## src/rtl/snake_grid_pkg.sv

```systemverilog
// Shared types for the two-snake play field: grid cell codes and the step sequencer states.
package snake_grid_pkg;

  localparam int GRID_W_DEF = 64;
  localparam int GRID_H_DEF = 48;

  typedef enum logic [1:0] {
    CELL_EMPTY = 2'b00,
    CELL_S1    = 2'b01,
    CELL_S2    = 2'b10,
    CELL_WALL  = 2'b11
  } cell_t;

  typedef enum logic [3:0] {
    IDLE      = 4'd0,
    CLEAR     = 4'd1,
    WAIT_STEP = 4'd2,
    RD_S1     = 4'd3,
    RD_S2     = 4'd4,
    CHK       = 4'd5,
    WR_S1     = 4'd6,
    WR_S2     = 4'd7,
    ADV       = 4'd8,
    DONE      = 4'd9
  } seq_state_t;

  // Any non-empty code (either snake or a wall) blocks a head from entering the cell.
  function automatic logic cell_blocked(input logic [1:0] code);
    return code != CELL_EMPTY;
  endfunction

endpackage

```

## src/rtl/grid_step_sequencer_step_timer.sv

```systemverilog
// Counts unpaused frame ticks while enabled and flags the tick that completes a game step.
module step_timer #(
  parameter int STEP_FRAMES = 4
) (
  input  logic Clk,
  input  logic Reset,
  input  logic i_en,
  input  logic i_clr,
  input  logic i_pause,
  input  logic i_frame_tick,
  output logic o_step_due
);

  localparam int CNT_W = (STEP_FRAMES > 1) ? $clog2(STEP_FRAMES) : 1;
  localparam logic [CNT_W-1:0] CNT_LAST = CNT_W'(STEP_FRAMES - 1);
  localparam logic [CNT_W-1:0] CNT_ONE  = CNT_W'(1);
  localparam logic [CNT_W-1:0] CNT_ZERO = CNT_W'(0);

  logic [CNT_W-1:0] r_cnt;
  logic             w_tick;

  assign w_tick     = i_en && i_frame_tick && !i_pause;
  assign o_step_due = w_tick && (r_cnt == CNT_LAST);

  // Frame counter: held while paused or disabled, wraps to zero on the qualifying tick.
  always_ff @(posedge Clk or posedge Reset) begin
    if (Reset) begin
      r_cnt <= CNT_ZERO;
    end else if (i_clr) begin
      r_cnt <= CNT_ZERO;
    end else if (w_tick) begin
      if (r_cnt == CNT_LAST) begin
        r_cnt <= CNT_ZERO;
      end else begin
        r_cnt <= r_cnt + CNT_ONE;
      end
    end else begin
      r_cnt <= r_cnt;
    end
  end

endmodule

```

## src/rtl/grid_step_sequencer.sv

```systemverilog
// Play-field step sequencer: clears the occupancy grid, then every STEP_FRAMES frames
// reads both proposed head cells, decides the outcome and marks the heads or ends the game.
module grid_step_sequencer
  import snake_grid_pkg::*;
#(
  parameter int GRID_W      = GRID_W_DEF,
  parameter int GRID_H      = GRID_H_DEF,
  parameter int X_W         = 6,
  parameter int Y_W         = 6,
  parameter int ADDR_W      = 12,
  parameter int STEP_FRAMES = 4
) (
  input  logic              Clk,
  input  logic              Reset,
  input  logic              run_en,
  input  logic              pause,
  input  logic              frame_tick,
  input  logic [X_W-1:0]    s1_next_x,
  input  logic [Y_W-1:0]    s1_next_y,
  input  logic [X_W-1:0]    s2_next_x,
  input  logic [Y_W-1:0]    s2_next_y,
  output logic [ADDR_W-1:0] mem_addr,
  output logic              mem_we,
  output logic [1:0]        mem_wdata,
  input  logic [1:0]        mem_rdata,
  output logic              s1_advance,
  output logic              s2_advance,
  output logic              player1wins,
  output logic              player2wins,
  output logic              tie,
  output logic              clear_busy,
  output logic [15:0]       step_count
);

  localparam logic [31:0]       GRID_W_U  = 32'(GRID_W);
  localparam logic [31:0]       GRID_H_U  = 32'(GRID_H);
  localparam logic [ADDR_W-1:0] LAST_ADDR = ADDR_W'(GRID_W * GRID_H - 1);
  localparam logic [ADDR_W-1:0] ADDR_ONE  = ADDR_W'(1);
  localparam logic [ADDR_W-1:0] ADDR_ZERO = ADDR_W'(0);

  seq_state_t        r_state;
  logic [ADDR_W-1:0] r_mem_addr;
  logic              r_mem_we;
  logic [1:0]        r_mem_wdata;
  logic              r_s1_adv;
  logic              r_s2_adv;
  logic              r_p1_wins;
  logic              r_p2_wins;
  logic              r_tie;
  logic              r_clear_busy;
  logic [15:0]       r_step_count;
  logic [X_W-1:0]    r_s1_x;
  logic [Y_W-1:0]    r_s1_y;
  logic [X_W-1:0]    r_s2_x;
  logic [Y_W-1:0]    r_s2_y;
  logic [1:0]        r_s1_cell;

  logic w_step_due;
  logic w_timer_en;
  logic w_timer_clr;
  logic w_same_head;
  logic w_s1_hit;
  logic w_s2_hit;

  // Linear cell address; out-of-range heads simply alias somewhere in the RAM.
  function automatic logic [ADDR_W-1:0] cell_addr(input logic [X_W-1:0] x, input logic [Y_W-1:0] y);
    logic [31:0] lin;
    lin = 32'(y) * GRID_W_U + 32'(x);
    return lin[ADDR_W-1:0];
  endfunction

  function automatic logic off_grid(input logic [X_W-1:0] x, input logic [Y_W-1:0] y);
    return (32'(x) >= GRID_W_U) || (32'(y) >= GRID_H_U);
  endfunction

  assign w_timer_en  = run_en && (r_state == WAIT_STEP);
  assign w_timer_clr = (r_state == IDLE);
  assign w_same_head = (r_s1_x == r_s2_x) && (r_s1_y == r_s2_y);
  // s2's cell arrives on mem_rdata during CHK; s1's was captured one cycle earlier.
  assign w_s1_hit    = cell_blocked(r_s1_cell) || off_grid(r_s1_x, r_s1_y);
  assign w_s2_hit    = cell_blocked(mem_rdata) || off_grid(r_s2_x, r_s2_y);

  step_timer #(
    .STEP_FRAMES (STEP_FRAMES)
  ) u_step_timer (
    .Clk          (Clk),
    .Reset        (Reset),
    .i_en         (w_timer_en),
    .i_clr        (w_timer_clr),
    .i_pause      (pause),
    .i_frame_tick (frame_tick),
    .o_step_due   (w_step_due)
  );

  // Sequencer FSM with all outputs registered; run_en low overrides every state.
  always_ff @(posedge Clk or posedge Reset) begin
    if (Reset) begin
      r_state      <= IDLE;
      r_mem_addr   <= ADDR_ZERO;
      r_mem_we     <= 1'b0;
      r_mem_wdata  <= CELL_EMPTY;
      r_s1_adv     <= 1'b0;
      r_s2_adv     <= 1'b0;
      r_p1_wins    <= 1'b0;
      r_p2_wins    <= 1'b0;
      r_tie        <= 1'b0;
      r_clear_busy <= 1'b0;
      r_step_count <= 16'd0;
      r_s1_x       <= {X_W{1'b0}};
      r_s1_y       <= {Y_W{1'b0}};
      r_s2_x       <= {X_W{1'b0}};
      r_s2_y       <= {Y_W{1'b0}};
      r_s1_cell    <= CELL_EMPTY;
    end else if (!run_en) begin
      r_state      <= IDLE;
      r_mem_addr   <= ADDR_ZERO;
      r_mem_we     <= 1'b0;
      r_mem_wdata  <= CELL_EMPTY;
      r_s1_adv     <= 1'b0;
      r_s2_adv     <= 1'b0;
      r_p1_wins    <= 1'b0;
      r_p2_wins    <= 1'b0;
      r_tie        <= 1'b0;
      r_clear_busy <= 1'b0;
      r_step_count <= 16'd0;
    end else begin
      case (r_state)
        IDLE: begin
          r_state      <= CLEAR;
          r_mem_addr   <= ADDR_ZERO;
          r_mem_we     <= 1'b1;
          r_mem_wdata  <= CELL_EMPTY;
          r_clear_busy <= 1'b1;
          r_step_count <= 16'd0;
        end
        CLEAR: begin
          if (r_mem_addr == LAST_ADDR) begin
            r_state      <= WAIT_STEP;
            r_mem_addr   <= ADDR_ZERO;
            r_mem_we     <= 1'b0;
            r_clear_busy <= 1'b0;
          end else begin
            r_mem_addr   <= r_mem_addr + ADDR_ONE;
            r_mem_we     <= 1'b1;
            r_clear_busy <= 1'b1;
          end
        end
        WAIT_STEP: begin
          r_mem_we <= 1'b0;
          r_s1_adv <= 1'b0;
          r_s2_adv <= 1'b0;
          if (w_step_due) begin
            r_state    <= RD_S1;
            r_s1_x     <= s1_next_x;
            r_s1_y     <= s1_next_y;
            r_s2_x     <= s2_next_x;
            r_s2_y     <= s2_next_y;
            r_mem_addr <= cell_addr(s1_next_x, s1_next_y);
          end else begin
            r_state <= WAIT_STEP;
          end
        end
        RD_S1: begin
          r_state    <= RD_S2;
          r_mem_addr <= cell_addr(r_s2_x, r_s2_y);
        end
        RD_S2: begin
          r_state   <= CHK;
          r_s1_cell <= mem_rdata;
        end
        CHK: begin
          if (w_same_head || (w_s1_hit && w_s2_hit)) begin
            r_state  <= DONE;
            r_tie    <= 1'b1;
            r_mem_we <= 1'b0;
          end else if (w_s1_hit) begin
            r_state   <= DONE;
            r_p2_wins <= 1'b1;
            r_mem_we  <= 1'b0;
          end else if (w_s2_hit) begin
            r_state   <= DONE;
            r_p1_wins <= 1'b1;
            r_mem_we  <= 1'b0;
          end else begin
            r_state     <= WR_S1;
            r_mem_addr  <= cell_addr(r_s1_x, r_s1_y);
            r_mem_we    <= 1'b1;
            r_mem_wdata <= CELL_S1;
          end
        end
        WR_S1: begin
          r_state     <= WR_S2;
          r_mem_addr  <= cell_addr(r_s2_x, r_s2_y);
          r_mem_we    <= 1'b1;
          r_mem_wdata <= CELL_S2;
        end
        WR_S2: begin
          r_state     <= ADV;
          r_mem_we    <= 1'b0;
          r_mem_wdata <= CELL_EMPTY;
          r_s1_adv    <= 1'b1;
          r_s2_adv    <= 1'b1;
        end
        ADV: begin
          r_state      <= WAIT_STEP;
          r_s1_adv     <= 1'b0;
          r_s2_adv     <= 1'b0;
          r_step_count <= r_step_count + 16'd1;
        end
        DONE: begin
          r_state  <= DONE;
          r_mem_we <= 1'b0;
        end
        default: begin
          r_state      <= IDLE;
          r_mem_we     <= 1'b0;
          r_clear_busy <= 1'b0;
        end
      endcase
    end
  end

  assign mem_addr    = r_mem_addr;
  assign mem_we      = r_mem_we;
  assign mem_wdata   = r_mem_wdata;
  assign s1_advance  = r_s1_adv;
  assign s2_advance  = r_s2_adv;
  assign player1wins = r_p1_wins;
  assign player2wins = r_p2_wins;
  assign tie         = r_tie;
  assign clear_busy  = r_clear_busy;
  assign step_count  = r_step_count;

endmodule

```

## config.mk

```make
export PLATFORM = sky130hd
export DESIGN_NAME = grid_step_sequencer
export DESIGN_NICKNAME = d
export VERILOG_FILES = /design/src/rtl/snake_grid_pkg.sv /design/src/rtl/grid_step_sequencer_step_timer.sv /design/src/rtl/grid_step_sequencer.sv
export SDC_FILE = /design/constraint.sdc
export NUM_CORES = 1
export LEC_CHECK = 0
export ABC_AREA = 0
export CORE_MARGIN = 2
export CORE_UTILIZATION = 58
export CTS_CLUSTER_SIZE = 10
export DETAILED_ROUTE_END_ITERATION = 8
export PLACE_DENSITY = 0.91
export SLEW_MARGIN = 5
export SYNTH_ARGS = -nofsm -noshare
export SYNTH_HDL_FRONTEND = slang
export SYNTH_SLANG_ARGS = --single-unit
```

## constraint.sdc

```tcl
create_clock -name Clk -period 5.51 [get_ports Clk]
set_input_delay 0.551 -clock Clk [delete_from_list [all_inputs] [get_ports Clk]]
set_output_delay 0.551 -clock Clk [all_outputs]
set_load 0.02 [all_outputs]
```

==> impl_metrics.csv <==
group,metric,value,unit
status,run_status,"finished clean",
timing,fin_skew,9.07,ps
clock_tree,clk_path_buf_depth,2,
die,ios,68,
synthesis,synth.avg_cell_area,9.95,µm²
cells_and_area,synthToLayoutAreaGrowth,20.4,%
timing,slew_violations,0,
route,wl_met2,4800,µm
synthesis,synth_top_cell_area_share,42.4,%
clock_tree,cts.htree.levels,3,
placement,hpwl,6900,µm
timing,tns,0,ps
synthesis,synth_edf_count,0,
critical_path,r2r-start,"r_state[0]",
synthesis,syn_inst,403,
placement,numPortBuffers,67,
synthesis,synth-async-reset-ratio,100,%
power,p_comb_share,21.4,%
critical_path,start_kind,"flop",
power,p_clk_share,33.2,%
power,power-per-cell-area,251,nW/µm²
route,vias_per_cell,6.49,
grt,grtUsageTotal,28.1,%
power,power_switching_share,30.6,%
timing,setup_viol,0,
clock_tree,cts-root-buf,"clkbuf_8",
critical_path,critical_path_required,5730,ps
critical_path,cp_max_fo,25,
critical_path,arrival,3070,ps
clock_tree,clk_pin_slew_worst_paths,70,ps
power,leakage,2.16,nW
die,placementRows,30,
timing,rsz0062_at_grt,"no",
die,start_util,59.3,%
synthesis,yosys_register_bits,68,
synthesis,ys_seq_area_share,42.4,%
cells_and_area,n_fill_cell,476,
route,top_layer_used,"met4",
critical_path,worstSetupPathType,"reg2reg",
power,intPower,842,µW
cells_and_area,drive_gt1_share,14.3,%
clock_tree,cts_resized,0,
die,fp.dieW,87.1,µm
grt,gr-total-overflow,0,
timing,slew_headroom,18.3,%
timing,finalCriticalPeriod,2850,ps
route,drt_iter0_markers,369,
route,wl_met3,743,µm
timing,finalCritPeriodShare,51.7,%
worst_hold_path,holdPathStages,1,
critical_path,endpoint_kind,"flop",
timing,fin_ws,2660,ps
power,p_sw,371,µW
grt,grt_pass1_vias,3342,
timing,hold_viol_final,0,
route,drc,0,
critical_path,r2r_slack,2660,ps
grt,grt_pass1_wl,16600,µm
placement,placedCellCount,527,
placement,dp_slack,2690,ps
run,max_cap_violations,0,
power,pwr-share-seq,45.4,%
worst_hold_path,holdCritStartpoint,"tie",
placement,gp_congestion,0.873,
clock_tree,cts_hold_buffers,0,
synthesis,synth_warnings,0,
clock_tree,cts_buffers,9,
cells_and_area,antenna_cells,0,
synthesis,synth_area,4010,µm²
synthesis,synthesis.nets,437,
critical_path,reg2reg_depth,5,
clock_tree,cts_tree,"done",
synthesis,synth_ff_type,"dfrtp_1",
clock_tree,cts_sinks,68,
synthesis,yosys.area.top_type,"dfrtp_1",
synthesis,synth_cell_types,56,
die,die_area,7590,µm²
synthesis,ys_top_cells_by_area,"dfrtp_1 42%, mux2_4 7.5%, o21ai_0 4.4%",
grt,antenna_found_initial,0,
die,core-area,6760,µm²
route,antenna_left,0,
cells_and_area,final_cell_count_no_fill,542,
timing,max_freq,351,MHz
timing,tightest_slew,1220,ps
grt,grt_start_max_net_pins,69,
route,wl,10100,µm
clock_tree,post_cts_buffers,0,
worst_hold_path,whs_endpoint,"tie",
clock_tree,clk_latency,340,ps
worst_hold_path,hold_class,"reg2reg",
route,drt_first_pass_iters,7,
cells_and_area,fin_nets,492,
route,vias,3520,
timing,whs,501,ps
critical_path,r2r_end,"r_s1_y[3]",
die,die_h,87.1,µm
route,wl_per_cell,18.7,µm
power,vdd.ir_drop.worst,0.000133,V
route,drt-met1-wl,4340,µm
## placed cells by master, fill, tap and decap left out, types with 6 or more instances in the layout
| cell type | count |
|---|---|
| nor2b_1 | 7 |
| clkdlybuf4s50_1 | 67 |
| o21ai_2 | 10 |
| dfrtp_1 | 68 |
| o21ai_0 | 35 |
| nor2_1 | 18 |
| nand2_1 | 44 |
| o31a_1 | 8 |
| and3_1 | 7 |
| clkbuf_8 | 10 |
| xor2_1 | 14 |
| nor3_1 | 6 |
| o21a_1 | 6 |
| a31oi_1 | 7 |
| mux2_2 | 7 |
| nand3_1 | 19 |
| a21oi_1 | 11 |
| a222oi_1 | 12 |
| nor4_1 | 6 |
| mux2_4 | 20 |
| inv_1 | 6 |
## sequential cells by signal, summed over array words and instances (netlist names)
signal,flops
clear_busy,1
r_s1_x,6
player2wins,1
r_s1_y,6
tie,1
r_s2_y,6
step_count,16
mem_addr,12
player1wins,1
r_s2_x,6
r_s1_cell,2
s2_advance,1
mem_wdata,2
u_step_timer.r_cnt,2
r_state,4
mem_we,1
## synthesized netlist by cell type, types with 3 or more instances
cell type	number
o311ai_0	5
a21oi_1	11
buf_6	3
o31a_1	8
ha_1	3
o21ai_2	10
nand4_1	5
nor2b_1	7
or3_1	3
nand3_1	19
nor3_1	6
o21a_1	6
dfrtp_1	68
a31oi_1	7
o31ai_1	3
mux2_2	7
a222oi_1	12
xnor2_1	3
o21ai_0	35
inv_1	7
nor2_1	18
and3_1	7
nand2_1	44
mux2i_1	4
nor4_1	6
xor2_1	14
clkbuf_1	7
nor2_2	3
mux2_4	20
buf_2	11
nand2b_1	4
## worst max path at each step
stage,from,to,slack [ps],cells past startpoint
after floorplan,Reset,clear_busy,3250,1
after global placement,run_en,mem_addr[11],2760,7
after detailed placement,run_en,mem_addr[11],2690,7
after CTS,r_state[0],r_s1_y[3],2730,5
after global routing,r_state[2],mem_addr[7],2510,5
final,r_state[0],r_s1_y[3],2660,5
## cells by family (layout without fill, tap and decap cells)
| group | Yosys count | after routing | share of synthesized area [%] |
|---|---|---|---|
| compound gates | 115 | 115 | 20.2 |
| xor+xnor | 17 | 17 | 3.71 |
| fa+ha+maj | 3 | 3 | 0.936 |
| buf+inv | 31 | 90 | 4.28 |
| flops | 68 | 68 | 42.4 |
| mux | 31 | 31 | 10.5 |
| simple gates | 138 | 138 | 17.9 |
## worst max-delay path, cell delays in order, from the launching register on
cell and delay (ps):
dfrtp_1 670, nand2b_4 290, nor3_2 620, and4b_1 460, nand2_4 290, mux2_4 390
## stage by stage
step / power [mW] / instance area, µm² / util (%)
3_5_place_dp: 0.813 / 4640 / 68.7
2_1_floorplan: 0.736 / 4010 / -
5_1_grt: 1.27 / 4830 / 71.4
4_1_cts: 1.21 / 4830 / 71.4
3_3_place_gp: 0.802 / 4640 / 68.7
6_report: 1.21 / 4830 / 71.4
## cell type report
class / count / area, µm² / area share (%)
Inverter: 7 / 26.3 / 0.544
Sequential cell: 68 / 1700 / 35.3
Clock buffer: 13 / 149 / 3.09
Tap cell: 80 / 100 / 2.07
Multi-Input combinational cell: 304 / 2140 / 44.3
Timing Repair Buffer: 68 / 678 / 14.1
Clock inverter: 2 / 35.0 / 0.726
## power by group through the flow
stage / Sequential, mW / Combinational, mW / Clock [mW]
final: 0.551 / 0.260 / 0.402
after global routing: 0.554 / 0.286 / 0.429
after CTS: 0.550 / 0.256 / 0.404
after detailed placement: 0.559 / 0.254 / 0
after global placement: 0.557 / 0.245 / 0
after floorplan: 0.546 / 0.191 / 0
## layer usage
layer	GRT usage (%)	vias up
li1	-	1600
met5	0	-
met2	43.7	172
met3	5.78	24
met4	12.3	0
met1	38.1	1724
Power figures use the tool's default switching activity.
